<file path="src/rtl/lsu_bus_adapter.sv">
// lsu_bus_adapter: turns core loads/stores into valid/ready word-bus transactions with lane steering.
// Define RV_LSU_MISALIGNED_EN to split misaligned half/word accesses into two transactions.
module lsu_bus_adapter #(
  parameter int ADDR_WIDTH = 32
) (
  input  logic                  i_clock,
  input  logic                  i_reset,
  input  logic                  i_rdEnable,
  input  logic                  i_wrEnable,
  input  logic [1:0]            i_access,
  input  logic                  i_unsigned,
  input  logic [ADDR_WIDTH-1:0] i_addr,
  input  logic [31:0]           i_wrData,
  output logic [31:0]           o_rdData,
  output logic                  o_busy,
  output logic                  o_done,
  output logic                  o_misaligned,
  output logic                  o_busValid,
  output logic                  o_busWr,
  output logic [ADDR_WIDTH-1:0] o_busAddr,
  output logic [3:0]            o_busBE,
  output logic [31:0]           o_busWrData,
  input  logic                  i_busReady,
  input  logic                  i_busRespValid,
  input  logic [31:0]           i_busRdData
);

  // state | meaning
  // IDLE  | no access in flight
  // REQ0  | first bus request presented
  // RESP0 | waiting for first response
  // REQ1  | second request of a split access
  // RESP1 | waiting for second response
  // DONE  | completion pulse, core released
  typedef enum logic [2:0] {
    IDLE  = 3'd0,
    REQ0  = 3'd1,
    RESP0 = 3'd2,
`ifdef RV_LSU_MISALIGNED_EN
    REQ1  = 3'd3,
    RESP1 = 3'd4,
`endif
    DONE  = 3'd5
  } stateType;

  stateType stateQ, stateD;

  logic                  request;
  logic [1:0]            aIn;
  logic                  misIn;
  logic [3:0]            baseMask;
  logic [3:0]            beLowIn;
  logic [31:0]           wrLowIn;
  logic                  capture;
  logic                  finalResp;
  logic [31:0]           shifted;
  logic [31:0]           extended;

  logic                  wrQ;
  logic [1:0]            accessQ;
  logic                  unsignedQ;
  logic [1:0]            aQ;
  logic [ADDR_WIDTH-1:0] busAddrQ;
  logic [3:0]            busBEQ;
  logic [31:0]           busWrDataQ;
  logic [31:0]           rdDataQ;

`ifdef RV_LSU_MISALIGNED_EN
  logic [7:0]            mask8In;
  logic [63:0]           wr64In;
  logic [3:0]            beHiIn;
  logic [31:0]           wrHiIn;
  logic                  startHi;
  logic                  splitQ;
  logic [3:0]            beHiQ;
  logic [31:0]           wrHiQ;
  logic [31:0]           rdLoQ;
  logic [63:0]           merged;
`else
  logic                  misQ;
`endif

  assign request = i_rdEnable | i_wrEnable;
  assign aIn     = i_addr[1:0];
  assign misIn   = ((i_access == 2'b01) && (aIn == 2'b11)) || (i_access[1] && (aIn != 2'b00));

  always_comb begin
    case (i_access)
      2'b00:   baseMask = 4'b0001;
      2'b01:   baseMask = 4'b0011;
      default: baseMask = 4'b1111;
    endcase
  end

`ifdef RV_LSU_MISALIGNED_EN
  assign mask8In = {4'b0000, baseMask} << aIn;
  assign wr64In  = {32'h0, i_wrData} << {aIn, 3'b000};
  assign beLowIn = mask8In[3:0];
  assign beHiIn  = mask8In[7:4];
  assign wrLowIn = wr64In[31:0];
  assign wrHiIn  = wr64In[63:32];
`else
  assign beLowIn = baseMask << aIn;
  assign wrLowIn = i_wrData << {aIn, 3'b000};
`endif

  always_ff @(posedge i_clock) begin
    if (!i_reset) stateQ <= IDLE;
    else          stateQ <= stateD;
  end

  always_comb begin
    stateD    = stateQ;
    capture   = 1'b0;
    finalResp = 1'b0;
`ifdef RV_LSU_MISALIGNED_EN
    startHi   = 1'b0;
`endif
    case (stateQ)
      IDLE: begin
        if (request) begin
          capture = 1'b1;
`ifdef RV_LSU_MISALIGNED_EN
          stateD  = REQ0;
`else
          stateD  = misIn ? DONE : REQ0;
`endif
        end
      end
      REQ0: if (i_busReady) stateD = RESP0;
      RESP0: begin
        if (i_busRespValid) begin
`ifdef RV_LSU_MISALIGNED_EN
          if (splitQ) begin
            startHi = 1'b1;
            stateD  = REQ1;
          end else begin
            finalResp = 1'b1;
            stateD    = DONE;
          end
`else
          finalResp = 1'b1;
          stateD    = DONE;
`endif
        end
      end
`ifdef RV_LSU_MISALIGNED_EN
      REQ1: if (i_busReady) stateD = RESP1;
      RESP1: begin
        if (i_busRespValid) begin
          finalResp = 1'b1;
          stateD    = DONE;
        end
      end
`endif
      DONE:    stateD = IDLE;
      default: stateD = IDLE;
    endcase
  end

  // Lane extraction: split loads merge both words before shifting down.
  always_comb begin
`ifdef RV_LSU_MISALIGNED_EN
    merged  = splitQ ? {i_busRdData, rdLoQ} : {32'h0, i_busRdData};
    shifted = 32'(merged >> {aQ, 3'b000});
`else
    shifted = i_busRdData >> {aQ, 3'b000};
`endif
    case (accessQ)
      2'b00:   extended = unsignedQ ? {24'h0, shifted[7:0]} : {{24{shifted[7]}}, shifted[7:0]};
      2'b01:   extended = unsignedQ ? {16'h0, shifted[15:0]} : {{16{shifted[15]}}, shifted[15:0]};
      default: extended = shifted;
    endcase
  end

  always_ff @(posedge i_clock) begin
    if (!i_reset) begin
      wrQ        <= 1'b0;
      accessQ    <= 2'b00;
      unsignedQ  <= 1'b0;
      aQ         <= 2'b00;
      busAddrQ   <= '0;
      busBEQ     <= 4'h0;
      busWrDataQ <= 32'h0;
      rdDataQ    <= 32'h0;
`ifdef RV_LSU_MISALIGNED_EN
      splitQ     <= 1'b0;
      beHiQ      <= 4'h0;
      wrHiQ      <= 32'h0;
      rdLoQ      <= 32'h0;
`else
      misQ       <= 1'b0;
`endif
    end else begin
      if (capture) begin
        wrQ        <= i_wrEnable;
        accessQ    <= i_access;
        unsignedQ  <= i_unsigned;
        aQ         <= aIn;
        busAddrQ   <= {i_addr[ADDR_WIDTH-1:2], 2'b00};
        busBEQ     <= beLowIn;
        busWrDataQ <= wrLowIn;
        rdDataQ    <= 32'h0;
`ifdef RV_LSU_MISALIGNED_EN
        splitQ     <= misIn;
        beHiQ      <= beHiIn;
        wrHiQ      <= wrHiIn;
`else
        misQ       <= misIn;
`endif
      end
`ifdef RV_LSU_MISALIGNED_EN
      if (startHi) begin
        busAddrQ   <= busAddrQ + ADDR_WIDTH'(4);
        busBEQ     <= beHiQ;
        busWrDataQ <= wrHiQ;
        rdLoQ      <= i_busRdData;
      end
`endif
      if (finalResp) rdDataQ <= wrQ ? 32'h0 : extended;
    end
  end

  assign o_busy      = ((stateQ != IDLE) && (stateQ != DONE)) || ((stateQ == IDLE) && request);
  assign o_done      = (stateQ == DONE);
  assign o_rdData    = rdDataQ;
  assign o_busWr     = wrQ;
  assign o_busAddr   = busAddrQ;
  assign o_busBE     = busBEQ;
  assign o_busWrData = busWrDataQ;
`ifdef RV_LSU_MISALIGNED_EN
  assign o_busValid   = (stateQ == REQ0) || (stateQ == REQ1);
  assign o_misaligned = 1'b0;
`else
  assign o_busValid   = (stateQ == REQ0);
  assign o_misaligned = (stateQ == DONE) && misQ;
`endif

endmodule

</file>
<file path="config.mk">
export PLATFORM = sky130hd
export DESIGN_NAME = lsu_bus_adapter
export DESIGN_NICKNAME = d
export VERILOG_FILES = /design/src/rtl/lsu_bus_adapter.sv
export SDC_FILE = /design/constraint.sdc
export NUM_CORES = 1
export LEC_CHECK = 0
export BUFFER_PORTS_ARGS = -buffer_cell sky130_fd_sc_hd__buf_2
export CAP_MARGIN = 20
export CORE_ASPECT_RATIO = 1.75
export CORE_UTILIZATION = 30
export DETAILED_ROUTE_END_ITERATION = 8
export GPL_TIMING_DRIVEN = 1
export PLACE_DENSITY = 0.67
export SYNTH_ARGS = -nofsm -noshare
export SYNTH_HDL_FRONTEND = slang
export SYNTH_SLANG_ARGS = --single-unit
</file>
<file path="constraint.sdc">
create_clock -name i_clock -period 1.8 [get_ports i_clock]
set_clock_uncertainty 0.2 [all_clocks]
set_input_delay 0.18 -clock i_clock [delete_from_list [all_inputs] [get_ports i_clock]]
set_output_delay 0.18 -clock i_clock [all_outputs]
set_load 0.05 [all_outputs]
</file>
---- Word level (Yosys, flattened, before mapping) ----
Index checks and enable logic that the tools add are counted.
storage, ports and cells
  word-level logic and storage cells ...... 54
  register bits after elaboration ......... 108
  output and inout port bits .............. 105
cells by class
  mux-type cells .......................... 16
  shifts and indexed selects .............. 3
  reduce and logical (&&, ||, !) cells .... 14
  equal/unequal tests ..................... 10
  bitwise operators ....................... 1
operator list
  kind                                                                     count
  32-bit 2-to-1 mux                                                        5
  32-bit case mux with 2 select lines                                      1
  32-bit by 5-bit << shifter with 32-bit output                            1
  32-bit by 5-bit right shift with 32-bit output                           1
  3-bit 2-to-1 mux                                                         4
  3-bit case mux with 3 select lines                                       1
  4-bit case mux with 2 select lines                                       1
  1-bit logical AND                                                        5
  2-bit by 1-bit == test with 1-bit output, second input constant          2
  2-bit zero test                                                          2
  1-bit 2-to-1 mux                                                         4
  2-bit inequality test, second input constant                             2
  2-bit nonzero test                                                       2
  4-bit by 2-bit << shifter with 4-bit output                              1
  3-bit by 1-bit == test with 1-bit output, second input constant          1
  3-bit by 2-bit == test with 1-bit output, second input constant          1
  3-bit == test, second input constant                                     1
  3-bit zero test                                                          1
  3-bit inequality test, second input constant                             1
  3-bit AND reduction                                                      1
  3-bit nonzero test                                                       1
  2-bit == test, second input constant                                     1
  1-bit logical OR                                                         2
  2-bit by 1-bit inequality test with 1-bit output, second input constant  1
  1-bit bitwise OR                                                         1

---- Logic depth before layout (Yosys ltp) ----
  word-level depth ........................ 6
  depth in mapped cells ................... 8

---- Worst setup path before layout ----
OpenSTA, ideal clock, no wires.
  path kind ............................... register -> output
  start point ............................. reg stateQ[0]
  end point ............................... out o_busy
  required time ........................... 1,420 ps
  arrival time ............................ 1,658 ps
  stages on the path, launching flop included .. 4
  path buffers ............................ 0
  setup slack ............................. -238 ps
  path through ............................ dfxtp_1 > nor2b_1 > and2_1 > a21oi_1
on the way
  longest elaborated chain between the ends .. 3
RTL lines
  element                                        line  source
  from (decl)                                    46    stateType stateQ, stateD;
  from (signal assigned)                         109   else stateQ <= stateD;
  3-bit inequality test (tied with other cells)  224   assign o_busy = ((stateQ != IDLE) && (stateQ != DONE)) || ((stateQ == IDLE) && request);
  1-bit logical AND                              224
  1-bit logical OR (*)                           224
  to (decl)                                      15    output logic o_busy,
Mark *: on every way between the ends. The rest lies on a longest branch, timed or not.

---- Worst setup path in the final report ----
  start point ............................. reg stateQ[1]
  end point ............................... reg busAddrQ[26] (netlist: o_busAddr[26])
on the way
  longest elaborated chain between the ends .. 2
RTL lines
  element               line  source
  3-bit zero test       119   case (stateQ)
  1-bit 2-to-1 mux      119
  to (signal assigned)  200   busAddrQ <= {i_addr[ADDR_WIDTH-1:2], 2'b00};
  to (decl)             63    logic [ADDR_WIDTH-1:0] busAddrQ;
Every way passes these cells.
A chain may end at the register's enable or synchronous reset.

==> flow_summary.json <==
{
  "post-route-util_pct": 47.3,
  "synthArstFlopShare_pct": 0,
  "synthCells": 592,
  "die-area_um2": 17700,
  "timing.final.ws_setup_ps": -38.2,
  "ir_drop_mv": 0.558,
  "grt_pass1_wl_um": 27400,
  "r2r_setup_slack_ps": -40,
  "start_util_pct": 30.6,
  "detail-route-antenna-nets": 0,
  "cts-htree-levels": 3,
  "critPathRequiredTime_ps": 1880,
  "post-route-min-period_ps": 1840,
  "p_leak_uw": 0.00365,
  "path_max_fanout": 6,
  "outcome": "complete, but fails checks",
  "hp-class": "in2reg",
  "cap_viol_max_count": 0,
  "drive_above_1_share_pct": 39.5,
  "grt_max_degree": 108,
  "critical_path.endpoint": "o_busAddr[26]",
  "syn_area_per_cell_um2": 8.72,
  "synth-main-ff-cell": "dfxtp_1",
  "root_buffer": "clkbuf_16",
  "worst_hold_slack_ps": 10.9,
  "yosysSeqAreaShare_pct": 41.9,
  "grt_pass1_vias": 5352,
  "drt_iter0_markers": 144,
  "ys_types": 46,
  "reg2reg_to": "o_busAddr[26]",
  "port_buffers": 207,
  "wl_per_cell_um": 17.2,
  "critPathCaptureType": "register",
  "fin_nets": 970,
  "max_freq_mhz": 544,
  "crit_arrival_ps": 1920,
  "drt-pass1-iter-count": 4,
  "clock_sinks": 108,
  "setup_viol": 27,
  "die_width_um": 101,
  "coreArea_um2": 16900,
  "report.final.slew_viol_count": 0,
  "rr_startpoint": "stateQ[1]",
  "grt_setup_unrepaired": "yes",
  "antenna_cells": 0,
  "hpwlAfterDp_um": 12800,
  "startpoint_type": "register",
  "drc": 0,
  "fillers": 1644,
  "powerDensity_nw_per_um2": 937,
  "cts_buffer_depth": 2,
  "max-slew-margin-rel_pct": 66.6,
  "critPathKind": "reg2reg",
  "cts-buffers-inserted": 9,
  "tightest_slew_ps": 501,
  "fin_crit_sh_pct": 102,
  "via_per_inst": 4.96,
  "startpoint": "stateQ[1]",
  "fp-row-count": 63,
  "violations": "negative setup slack",
  "tritoncts": "yes",
  "area_growth_pct": 54.5,
  "vias": 5439,
  "worstRegToRegCells": 7,
  "synth_warnings": 0,
  "timing_hold_violations_final": 0,
  "drt-total-wl_um": 18800,
  "path_clk_slew_ps": 70,
  "synth_edf_count": 0,
  "ios": 210,
  "globalRouteOverflowTotal": 0,
  "ys_ff_latch": 108,
  "place.gp.congestion": 0.849,
  "dieHeight_um": 175,
  "antenna_found_initial": 0,
  "syn-cell-area_um2": 5160,
  "grt_util_all_layers_pct": 20.2,
  "clk_latency_ps": 350
}
kinds of logic after synthesis:
logic type	after synthesis	share of synthesized area [%]
flops	108	41.9
other cells	1	0.0727
mux	41	8.24
simple gates	232	22.8
compound gates	154	21.4
buf+inv	56	5.53
stage by stage:
step                      instances  cell area, um2  total power [uW]  TNS, ps  worst slack [ps]
after global placement         1021            6690              5100    -94.7             -58.0
after CTS                      1084            7530              7160    -58.0             -17.2
after detailed placement       1021            6690              5120     -377             -69.1
final                          1096            7970              7470     -395             -38.2
after floorplan                 593            5180              4320     -509             -77.8
after global routing           1096            7970              7780    -3250             -90.1
synth_stat cells, types with 8 or more instances:
cell type	n	area [um2]
mux2i_1	38	380
nand2_1	115	432
clkbuf_1	25	93.8
o2bb2ai_1	8	70.1
nand3b_1	8	60.1
o21ai_0	20	100
nor2_1	12	45.0
a21oi_1	18	90.1
dfxtp_1	108	2160
nor4_1	16	100
buf_2	15	75.1
nand3_1	22	110
a21boi_0	51	383
a221oi_1	8	70.1
a22o_1	8	70.1
a21o_1	16	120
nor2b_1	35	219
worst min path at each step:
stage	start	end	cells after the start
floorplan	i_access[0]	accessQ[0]	2
global placement	i_addr[5]	o_busAddr[5]	3
detailed placement	i_addr[27]	o_busAddr[27]	3
CTS	i_busRdData[25]	o_rdData[25]	3
global route	i_busRdData[25]	o_rdData[25]	3
finish	i_busRdData[27]	o_rdData[27]	3
layout make-up:
type | instances | area [um2] | share of cell area [%]
sequential | 108 | 2170 | 27.2
tap | 227 | 284 | 3.56
timing repair buffer | 315 | 2220 | 27.9
multi-input combinational | 429 | 3020 | 37.9
clock inverter | 5 | 38.8 | 0.487
clock buffer | 10 | 229 | 2.87
inverter | 2 | 7.51 | 0.0942
registers in the layout, indices dropped and copies added, names as in the netlist, 2 cells and up:
name / flops
o_busWrData: 32
o_rdData: 32
o_busAddr: 30
o_busBE: 4
stateQ: 3
aQ: 2
accessQ: 2
per-layer routing:
layer | share of wire (%) | wire [um] | vias to the layer above | global-route usage, %
li1 | - | - | 2629 | -
met4 | 5.2 | 989 | 0 | 12.6
met1 | 36 | 6780 | 2532 | 20.2
met5 | 0 | 0 | - | 0
met3 | 5.8 | 1100 | 51 | 3.86
met2 | 53 | 9980 | 227 | 37.3
critical path, cell delays in order (launching register included):
cell       delay (ps)
dfxtp_2           340
or3_4             420
buf_12            160
nor2_8            150
buf_12            160
clkbuf_16         160
nand2_4            50
a21boi_2          120
report_power, final:
group,internal [uW],switching (uW)
clock,938,933
sequential,2590,121
combinational,1120,1770
cell usage in the layout (no fill, tap or decap), types with 11 or more instances in the layout:
master and n:
a21o_1 16, a21boi_0 12, clkbuf_16 12, nor2b_1 33, buf_4 38, buf_12 11
mux2i_1 38, dlygate4sd3_1 48, nand2_1 105, a21oi_1 14, dfxtp_1 104, a21boi_1 34
nand3_1 14, buf_2 204, o21ai_0 20
timing repair:
action	in CTS	in global routing
endpoints found under the hold margin	55	1
gates cloned	1	6
pin swaps	4	30
gates resized for setup	19	105
setup buffers	0	5
hold buffers	47	1
endpoints found under the setup margin	29	87
(Power assumes the default switching activity.)
